--- src/rtl/mem_stage_access_ctrl.sv ---
// Memory-stage access controller: serializes the two M-stage lanes' load/store
// requests onto one single-port data-memory req/ack channel, lane 1 before lane 2.
module mem_stage_access_ctrl #(
    parameter int AW = 32,
    parameter int DW = 32
) (
    input  logic          clk,
    input  logic          rst_n,
    input  logic          memtoregm,
    input  logic          memwritem,
    input  logic [AW-1:0] aluoutm,
    input  logic [DW-1:0] writedatam,
    input  logic          memtoregm2,
    input  logic          memwritem2,
    input  logic [AW-1:0] aluoutm2,
    input  logic [DW-1:0] writedatam2,
    input  logic          advancem,
    output logic          mem_req,
    output logic          mem_we,
    output logic [AW-1:0] mem_addr,
    output logic [DW-1:0] mem_wdata,
    input  logic [DW-1:0] mem_rdata,
    input  logic          mem_ack,
    output logic [DW-1:0] readdatam,
    output logic [DW-1:0] readdatam2,
    output logic          stallm,
    output logic          alignerr
);

    typedef enum logic [1:0] {IDLE, ACC1, ACC2, DONE} state_t;

    state_t        state;
    logic          need1;
    logic          need2;
    logic          acc_done;
    logic          issue;
    logic          sel_lane2;
    logic          nxt_aligned;
    logic          nxt_we;
    logic [AW-1:0] nxt_addr;
    logic [DW-1:0] nxt_wdata;

    assign need1 = memtoregm | memwritem;
    assign need2 = memtoregm2 | memwritem2;

    // A new pair is stalled in its very first M cycle, before any state change.
    assign stallm = ((state == IDLE) && (need1 || need2)) || (state == ACC1) || (state == ACC2);

    // A misaligned lane never raises mem_req, so its ACC state finishes at once.
    assign acc_done = !mem_req || mem_ack;

    always_comb begin
        // NOTE: every signal gets a default before any branch so no latch is inferred.
        sel_lane2   = 1'b0;
        issue       = 1'b0;
        nxt_aligned = 1'b0;
        nxt_we      = 1'b0;
        nxt_addr    = '0;
        nxt_wdata   = '0;

        case (state)
            IDLE:    begin
                issue     = need1 || need2;
                sel_lane2 = !need1;
            end
            ACC1:    begin
                issue     = acc_done && need2;
                sel_lane2 = 1'b1;
            end
            default: begin
                issue     = 1'b0;
                sel_lane2 = 1'b0;
            end
        endcase

        // Store wins when a lane asserts both load and store.
        if (sel_lane2) begin
            nxt_aligned = (aluoutm2[1:0] == 2'b00);
            nxt_we      = memwritem2;
            nxt_addr    = {aluoutm2[AW-1:2], 2'b00};
            nxt_wdata   = writedatam2;
        end else begin
            nxt_aligned = (aluoutm[1:0] == 2'b00);
            nxt_we      = memwritem;
            nxt_addr    = {aluoutm[AW-1:2], 2'b00};
            nxt_wdata   = writedatam;
        end
    end

    always_ff @(posedge clk or negedge rst_n) begin
        if (!rst_n) begin
            // NOTE: the read-data holders are reset too; they are visible outputs, not RAM.
            state      <= IDLE;
            mem_req    <= 1'b0;
            mem_we     <= 1'b0;
            mem_addr   <= '0;
            mem_wdata  <= '0;
            readdatam  <= '0;
            readdatam2 <= '0;
            alignerr   <= 1'b0;
        end else begin
            // NOTE: registered state is updated with non-blocking assignments only.
            alignerr <= 1'b0;

            // Request fields are loaded on entry to an ACC state and held until ack.
            if (issue) begin
                mem_req   <= nxt_aligned;
                mem_we    <= nxt_we && nxt_aligned;
                mem_addr  <= nxt_addr;
                mem_wdata <= nxt_wdata;
                alignerr  <= !nxt_aligned;
            end

            case (state)
                IDLE: begin
                    if (need1) begin
                        state <= ACC1;
                    end else if (need2) begin
                        state <= ACC2;
                    end
                end
                ACC1: begin
                    if (acc_done) begin
                        if (mem_req && !mem_we) begin
                            readdatam <= mem_rdata;
                        end
                        if (need2) begin
                            state <= ACC2;
                        end else begin
                            state   <= DONE;
                            mem_req <= 1'b0;
                            mem_we  <= 1'b0;
                        end
                    end
                end
                ACC2: begin
                    if (acc_done) begin
                        if (mem_req && !mem_we) begin
                            readdatam2 <= mem_rdata;
                        end
                        state   <= DONE;
                        mem_req <= 1'b0;
                        mem_we  <= 1'b0;
                    end
                end
                DONE: begin
                    // The completed pair is never re-issued; wait for the pipeline to move.
                    if (advancem) begin
                        state <= IDLE;
                    end
                end
                default: state <= IDLE;
            endcase
        end
    end

endmodule

--- config.mk ---
export PLATFORM = sky130hd
export DESIGN_NAME = mem_stage_access_ctrl
export DESIGN_NICKNAME = d
export VERILOG_FILES = /design/src/rtl/mem_stage_access_ctrl.sv
export SDC_FILE = /design/constraint.sdc
export NUM_CORES = 1
export LEC_CHECK = 0
export BUFFER_PORTS_ARGS = -buffer_cell sky130_fd_sc_hd__buf_4
export CAP_MARGIN = 20
export CORE_MARGIN = 5
export CORE_UTILIZATION = 30
export CTS_CLUSTER_SIZE = 20
export DETAILED_ROUTE_END_ITERATION = 16
export PLACE_DENSITY_LB_ADDON = 0.05
export SKIP_LAST_GASP = 1
export SLEW_MARGIN = 10
export SYNTH_ARGS = -nofsm -noshare
export SYNTH_HDL_FRONTEND = slang
export SYNTH_SLANG_ARGS = --single-unit
export TNS_END_PERCENT = 1
--- constraint.sdc ---
create_clock -name clk -period 1.7 [get_ports clk]
set_clock_uncertainty 0.2 [all_clocks]
set_input_delay 0.085 -clock clk [delete_from_list [all_inputs] [get_ports clk]]
set_output_delay 0.085 -clock clk [all_outputs]
set_load 0.02 [all_outputs]
# ---- Word level (Yosys, flattened, before mapping)
# Cells that the tools add are included.
dict set report op_classes {
  addsub 0
  n_mul 0
  n_div 0
  n_lt_le_gt_ge 0
  eq_ne 7
  shift 0
  mux 24
  bitwise 2
  n_reduce_logical 18
}
# cell count
set ops {}
lappend ops {{$mux 32} 2}
lappend ops {{$mux 1} 12}
lappend ops {{$mux 2} 5}
lappend ops {{$pmux 1 s2} 4}
lappend ops {{$pmux 2 s4} 1}
lappend ops {{$logic_not 2->1} 3}
lappend ops {{$ne 2x2->1 const B} 3}
lappend ops {{$reduce_and 3->1} 2}
lappend ops {{$eq 2x2->1 const B} 2}
lappend ops {{$logic_and 1x1->1} 4}
lappend ops {{$logic_not 1->1} 4}
lappend ops {{$logic_or 1x1->1} 4}
lappend ops {{$reduce_and 4->1} 1}
lappend ops {{$ne 3x3->1 const B} 1}
lappend ops {{$eq 2x1->1 const B} 1}
lappend ops {{$or 1x1->1} 2}
dict set report word_totals {
  ff_bits 133
  latch_bits 0
  ramBits 0
  romBits 0
  input_bits 168
  output_inout_bits 132
  word_cells 59
  memories 0
}

# ---- Longest topological paths before layout
# Gate-level depths: netlist of the first run.
dict set report depth {
  ltp_word 9
  ltp_mapped 9
  depth_no_buf 6
}

# ---- Worst setup path after synthesis of the first run
# No wires, ideal clock.
dict set report synth_timing {
  kind {register to register}
  from {register state[0]}
  to {register mem_we}
  setup_ns 0.065
  arrival_time_ns 1.630
  required_ns 1.435
  setup_slack_ns -0.195
  path_stages_with_launch 7
  path_buffers 0
  synth_period_minus_slack_ns 1.895
  cell_sequence {dfrtp_1 inv_1 ha_1 nor3b_4 or4_1 a32oi_2 o211a_1}
}
dict set report synth_between {
  elab_chain_cells 8
  word_cells_on_any_way 13
  cone_classes {eq/ne (2); mux (9); reduce/logical (2)}
}
# item line
set synth_rtl {}
lappend synth_rtl {{start, declared} 32} ;# state_t state;
lappend synth_rtl {{start signal, assigned} 93} ;# state <= IDLE;
lappend synth_rtl {{start signal, assigned} 117} ;# state <= ACC1;
lappend synth_rtl {{start signal, assigned} 119} ;# state <= ACC2;
lappend synth_rtl {{$eq 2x1->1 / $logic_not 2->1 (equally long branches)} {61, 114}}
lappend synth_rtl {{$pmux 1 s2} 61} ;# case (state)
lappend synth_rtl {{$mux 1} 77} ;# if (sel_lane2) begin
lappend synth_rtl {{$logic_and 1x1->1} 108} ;# mem_we <= nxt_we && nxt_aligned;
lappend synth_rtl {{$mux 1} 106} ;# if (issue) begin
lappend synth_rtl {{$mux 1} 127} ;# if (need2) begin
lappend synth_rtl {{$mux 1} 123} ;# if (acc_done) begin
lappend synth_rtl {{$pmux 1 s2 (*)} 114} ;# case (state)
lappend synth_rtl {{end signal, assigned} 108}
lappend synth_rtl {{end, declared} 19} ;# output logic mem_we,
# Mark *: on every way between the ends. The rest lies on a longest branch, timed or not.
# A chain may end at the register's enable or synchronous reset.

# ---- Worst setup path after layout of the first run
dict set report layout_timing {
  from {register state[1]}
  to {register mem_we}
}
# The elaborated chain is that of the path after synthesis.

==> results of run 1 <==
through the flow:
stage | TNS [ns] | cells | cell area, um2 | setup WS (ns)
finish | -14.10 | 1176 | 10600 | -0.223
global route | -24.01 | 1176 | 10600 | -0.297
CTS | -14.50 | 1176 | 10600 | -0.201
detailed placement | -17.47 | 977 | 8330 | -0.198
global placement | -13.81 | 977 | 8330 | -0.170
floorplan | -8.10 | 450 | 5640 | -0.115
sequential cells by signal (all words and copies together) (netlist names):
| signal | count |
|---|---|
| mem_wdata | 32 |
| readdatam | 32 |
| mem_addr | 30 |
| mem_we | 1 |
| alignerr | 1 |
| state | 2 |
| mem_req | 1 |
| readdatam2 | 32 |
synth_stat cells, drive strengths merged, types with 2 or more instances:
| library cell | n | share of area (%) |
|---|---|---|
| buf | 28 | 2.6 |
| ha | 4 | 0.89 |
| a21oi | 63 | 5.6 |
| mux2 | 64 | 13 |
| nor2 | 67 | 4.6 |
| nor2b | 2 | 0.22 |
| o21ai | 4 | 0.36 |
| inv | 4 | 0.27 |
| nand2 | 4 | 0.27 |
| dfrtp | 131 | 59 |
| mux2i | 62 | 11 |
cells by family (layout without fill, tap and decap cells):
group	after synthesis	in the layout	synth area share [%]
compound gates	77	77	7.73
fa+ha+maj	4	4	0.894
buf+inv	33	525	2.97
flops	131	131	58.6
mux	126	126	24.0
other cells	1	2	0.0670
simple gates	77	77	5.81
per-layer routing:
layer,part of all wire [%],vias up,track usage (%)
met5,0,-,0
met4,2.7,0,6.96
met3,7.9,34,6.52
met2,52,197,31.9
met1,37,2511,18.8
li1,-,2533,-
power breakdown:
group          leakage (nW)  switching [mW]  internal, mW
combinational          3.42            5.35          5.04
sequential             1.55           0.815          4.70
clock                 0.259            1.41          1.91
final timing paths:
check                                   start             to  slack (ns)  depth (start not counted)
worst max-delay path                 state[1]         mem_we       -0.22                          6
worst min-delay path                  mem_ack        mem_req        0.02                          5
worst max register to register       state[1]         mem_we       -0.22                          6
worst min register to register  readdatam2[4]  readdatam2[4]        0.30                          1
max in group asynchronous               rst_n    mem_addr[5]        0.77                          3
min in group asynchronous               rst_n   readdatam[9]        0.05                          3
layout make-up:
| cell class | instances | area share (%) |
|---|---|---|
| Timing Repair Buffer | 489 | 40.2 |
| Tap cell | 234 | 2.77 |
| Sequential cell | 131 | 31.0 |
| Clock buffer | 18 | 4.16 |
| Clock inverter | 14 | 0.971 |
| Multi-Input combinational cell | 286 | 20.8 |
| Inverter | 4 | 0.142 |
worst reg2reg max path: cells and delay by family, from the launching register on:
kind,cells,cell delay [ns]
AO/OA/AOI/OAI,2,0.38
AND/OR/NAND/NOR,1,0.49
flip-flops,1,0.39
buffers and inverters,2,0.21
adder cells (fa/ha/maj),1,0.19
repair_timing:
action                                  in CTS  in global routing
setup buffers                                1                  0
cloned                                       0                  0
hold buffers                               166                  0
gates resized for setup                      8                  1
endpoints found under the setup margin     131                132
endpoints found under the hold margin      262                  0
pin swaps                                    0                  0
==> flow_summary.yaml, run 1 <==
run_status:
  run_status: "finished, violations left"
  violations: "negative setup slack"
die:
  fp.dieArea_um2: 21500
  initial_core_util_pct: 30.2
  placeableCoreArea_um2: 18500
  die-height_um: 147
  die_w_um: 147
  fp-row-count: 50
  ios: 300
worst_setup_path:
  start_kind: "flop"
  cp_cell_sequence: "inv_2, ha_2, buf_4, or4_4, a32oi_2, o211a_1"
  critPathMaxFanout: 3
  cp.buffers_inverters: 2
  slowest_delay_ns: 0.49
  crit_required_ns: 1.84
  endpoint_kind: "flop"
  crit_family: "simple AND/OR/NAND/NOR gates"
  cp_slowest_cell: "or4_4"
  arrival_ns: 2.06
  critPathKind: "reg2reg"
routing:
  dr.pass1.iters: 4
  drt-total-wl_um: 19000
  drc: 0
  antenna_left: 0
  drtIter0Drc: 116
  routedWlPerCell_um: 16.2
  post_drt_via_cell_ratio: 4.49
  vias: 5275
sta:
  worst_hold_slack_ns: 0.0237
  rsz0062_at_grt: "yes"
  setup_viol: 131
  max_freq_mhz: 520
  worst_slack_ns: -0.223
  finalCritPeriodShare_pct: 113
  hold_viol_final: 0
  fin_crit_ns: 1.92
  slew_headroom_pct: 62.4
  slew_viol_final: 0
  worstMarginPinSlew_ns: 0.565
clocking:
  cts_buffer_depth: 2
  cts_buffers: 17
  cts_tree: "yes"
  cts-root-buf: "clkbuf_16"
  clk_latency_ns: 0.41
  numClockSinks: 131
  clk_pin_slew_worst_paths_ns: 0.05
  htree_levels: 4
synthesis:
  syn_inst: 449
  syn_area_um2: 5600
  ys_ff_latch: 131
  avgSynthCellArea_um2: 12.5
  synthDistinctLibCells: 30
  synth-edff-count: 0
  synthFlopType: "dfrtp_1"
  ys_seq_area_share_pct: 58.6
  async_flop_share_pct: 100
  yosysWarningCount: 0
layout:
  final_common_cell: "buf_4"
  antenna_cells: 0
  drive_gt1_share_pct: 45.6
  layout_common_cells: "buf_4 (309), dlygate4sd3_1 (166), dfrtp_1 (131)"
  fill_cells: 1552
  multi_input_area_um2: 2200
  regArea_um2: 3280
  fin_util_pct: 57.1
  area_delta_synth_final_pct: 88.8
  nets: 1101
global_routing:
  track_usage_pct: 17.7
  antenna_found_initial: 0
  grt_max_degree: 96
  overflow: 0
  grt_pass1_vias: 5976
  grt_pass1_wl_um: 30800
place:
  io_buffers: 297
  place_congestion: 0.820
  hpwlAfterDp_um: 12900
worst_hold_path:
  hold_class: "in2reg"
power:
  irDropWorstVdd_uv: 881
  p_per_area_nw_per_um2: 1820
  power_mw: 19.2
  leakage_nw: 5.23
run:
  maxCapViolCount: 0
Note: power is estimated with default switching activity, not from simulation.
==> run 2, diff against run 1 <==
ABC_AREA = 1   (was default)
clock period = 1.9 ns   (was 1.7 ns; I/O delays follow)
==> run 2 against run 1 <==
Net effect:
- synthesized cell count up 44%
- global-route usage up 2.5 points
- critical path type is now reg2out
- the run now ends clean
- critical endpoint is now stallm
- final cell count up 15%
==> flow_summary.yaml, run 2 <==
layout:
  layout_common_cells: "buf_4 (300), dlygate4sd3_1 (168), nand2_1 (138)"
  stdcell_count: 1356
  area_delta_synth_final_pct: 89.3
  antenna_cells: 0
  final_common_cell: "buf_4"
  nets: 1281
  fin_util_pct: 57.8
  top_regs: "mem_wdata (32), readdatam2 (32), readdatam (32)"
  drive_gt1_share_pct: 33.0
sta:
  fin_crit_ns: 1.83
  finalCritPeriodShare_pct: 96.1
  finalSetupTns_ns: 0
  hold_viol_final: 0
  slew_viol_final: 0
  setup_viol: 0
  max_freq_mhz: 548
  worst_slack_ns: 0.0737
global_routing:
  antenna_found_initial: 0
  overflow: 0
  grt_max_degree: 65
  track_usage_pct: 20.3
  grt_pass1_wl_um: 35300
  grt_pass1_vias: 6763
synthesis:
  synth-simple-area-share_pct: 21.1
  yosysWarningCount: 0
  synthTopCellsByCount: "nand2_1 (138), dfrtp_1 (131), nand3_1 (70), nor2_1 (68), a31oi_1 (62)"
  synth_top_family_by_area: "simple AND/OR/NAND/NOR gates"
  synthFlopType: "dfrtp_1"
  async_flop_share_pct: 100
  synthXorXnorAreaFrac_pct: 0
  syn_area_um2: 5720
  synth_top_area_share_pct: 57.3
  avgSynthCellArea_um2: 8.82
  synth_fa_ha_area_share_pct: 0.875
  synth_compound_area_share_pct: 13.2
  ys_top_cells_by_area: "dfrtp_1 (57%), nand2_1 (9.1%), a31oi_1 (6.8%)"
  synth.most_common_cell: "nand2_1"
  ys_seq_area_share_pct: 57.3
  yosysTopAreaCell: "dfrtp_1"
  muxShareOfSynthArea_pct: 0
  synthDistinctLibCells: 24
  synth-edff-count: 0
  syn_inst: 648
  ys_ff_latch: 131
clocking:
  numClockSinks: 131
  clk_pin_slew_worst_paths_ns: 0.06
  cts_buffer_depth: 2
  cts_buffers: 17
  htree_levels: 4
  cts-root-buf: "clkbuf_16"
  clk_latency_ns: 0.41
  cts_tree: "yes"
routing:
  vias: 6396
  drtIter0Drc: 268
  drc: 0
  post_drt_via_cell_ratio: 4.72
  dr.pass1.iters: 4
  antenna_left: 0
  routedWlPerCell_um: 16.9
  drt-total-wl_um: 22900
worst_setup_path:
  cp_slowest_cell: "dfrtp_2"
  crit_family: "flip-flops"
  endpoint_kind: "output port"
  arrival_ns: 1.53
  cp_cell_sequence: "ha_4, inv_4, buf_12, nand3_1, buf_4"
  cp.buffers_inverters: 3
  critPathMaxFanout: 11
  slowest_delay_ns: 0.44
  critPathKind: "reg2out"
  crit_required_ns: 1.60
  start_kind: "flop"
place:
  place_congestion: 0.780
  place_ws_ns: 0.00163
  placed_cells: 1147
  hpwlAfterDp_um: 14500
  io_buffers: 297
die:
  initial_core_util_pct: 30.6
  die-height_um: 148
  die_w_um: 148
  fp.dieArea_um2: 21900
  ios: 300
  fp-row-count: 50
  placeableCoreArea_um2: 18700
run_status:
  run_status: "complete, no violations"
power:
  power_mw: 18.1
  leakage_nw: 5.31
  irDropWorstVdd_uv: 993
  p_per_area_nw_per_um2: 1670
worst_hold_path:
  hold_class: "reg2reg"
run:
  maxCapViolCount: 0
==> run 2: changes by cell type after synthesis, moves of 5 or more <==
cell and change:
a21oi_1 -60, a31oi_1 +62, buf_6 +5, clkbuf_1 +10, inv_1 +37, mux2_2 -64, mux2i_1 -62, nand2_1 +134
nand2_2 +6, nand3_1 +70, o21ai_0 +46, o21ai_1 +19
==> run 2: area by class of cell <==
cell class	count	area, um2
Sequential cell	131	3280
Inverter	43	164
Fill cell	1632	7890
Clock inverter	14	221
Tap cell	234	293
Clock buffer	18	429
Timing Repair Buffer	488	4350
Multi-Input combinational cell	428	2090
==> run 2: logic make-up (layout without fill, tap and decap cells) <==
logic type      count (synthesis)  after routing
compound gates                135            135
simple gates                  287            287
fa+ha+maj                       4              4
other cells                     1              2
flops                         131            131
buf+inv                        90            563
==> run 2: per-stage QoR <==
step           cell area (um2)  hold WS (ns)
2_1_floorplan             5720        -0.401
3_3_place_gp              8220        -0.149
3_5_place_dp              8220        -0.142
4_1_cts                  10700         0.271
5_1_grt                  10800         0.288
6_report                 10800         0.283
==> run 2: repair_timing <==
| item | in CTS | in global routing |
|---|---|---|
| gates resized for setup | 2 | 19 |
| hold buffers | 168 | 0 |
| endpoints found under the setup margin | 3 | 68 |
| buffers inserted | 1 | 2 |
| gates cloned | 3 | 3 |
| hold endpoints to repair | 262 | 0 |
==> run 2: worst register-to-register path, cell delays in order (launching register included) <==
cell and delay, ns:
dfrtp_1 0.39, inv_2 0.11, ha_4 0.17, inv_4 0.06, buf_6 0.14, nand2_8 0.11
buf_6 0.22, nand2_1 0.09, a31oi_1 0.19
==> run 2: layer usage <==
layer / vias to the layer above / track usage, % / share of wire [%]
met5: - / 0 / 0
met4: 0 / 8.04 / 2.4
met3: 36 / 5.52 / 6.9
met2: 247 / 35.5 / 52
met1: 3027 / 23.5 / 39
li1: 3086 / - / -
==> run 2: path summary, 6_finish.rpt <==
path / start / cells past startpoint / end / slack, ns
min in group asynchronous: rst_n / 3 / readdatam2[7] / 0.50
worst min-delay path: readdatam[17] / 2 / readdatam[17] / 0.28
worst max-delay path: state[0] / 5 / stallm / 0.07
max in group asynchronous: rst_n / 4 / mem_addr[18] / 0.33
worst max register to register: state[1] / 8 / mem_addr[5] / 0.13
worst min register to register: readdatam[17] / 2 / readdatam[17] / 0.28
==> run 2: where the power goes <==
part           internal, mW  switching, mW
clock                  2.35           1.31
combinational          4.13           5.36
sequential             4.16          0.779
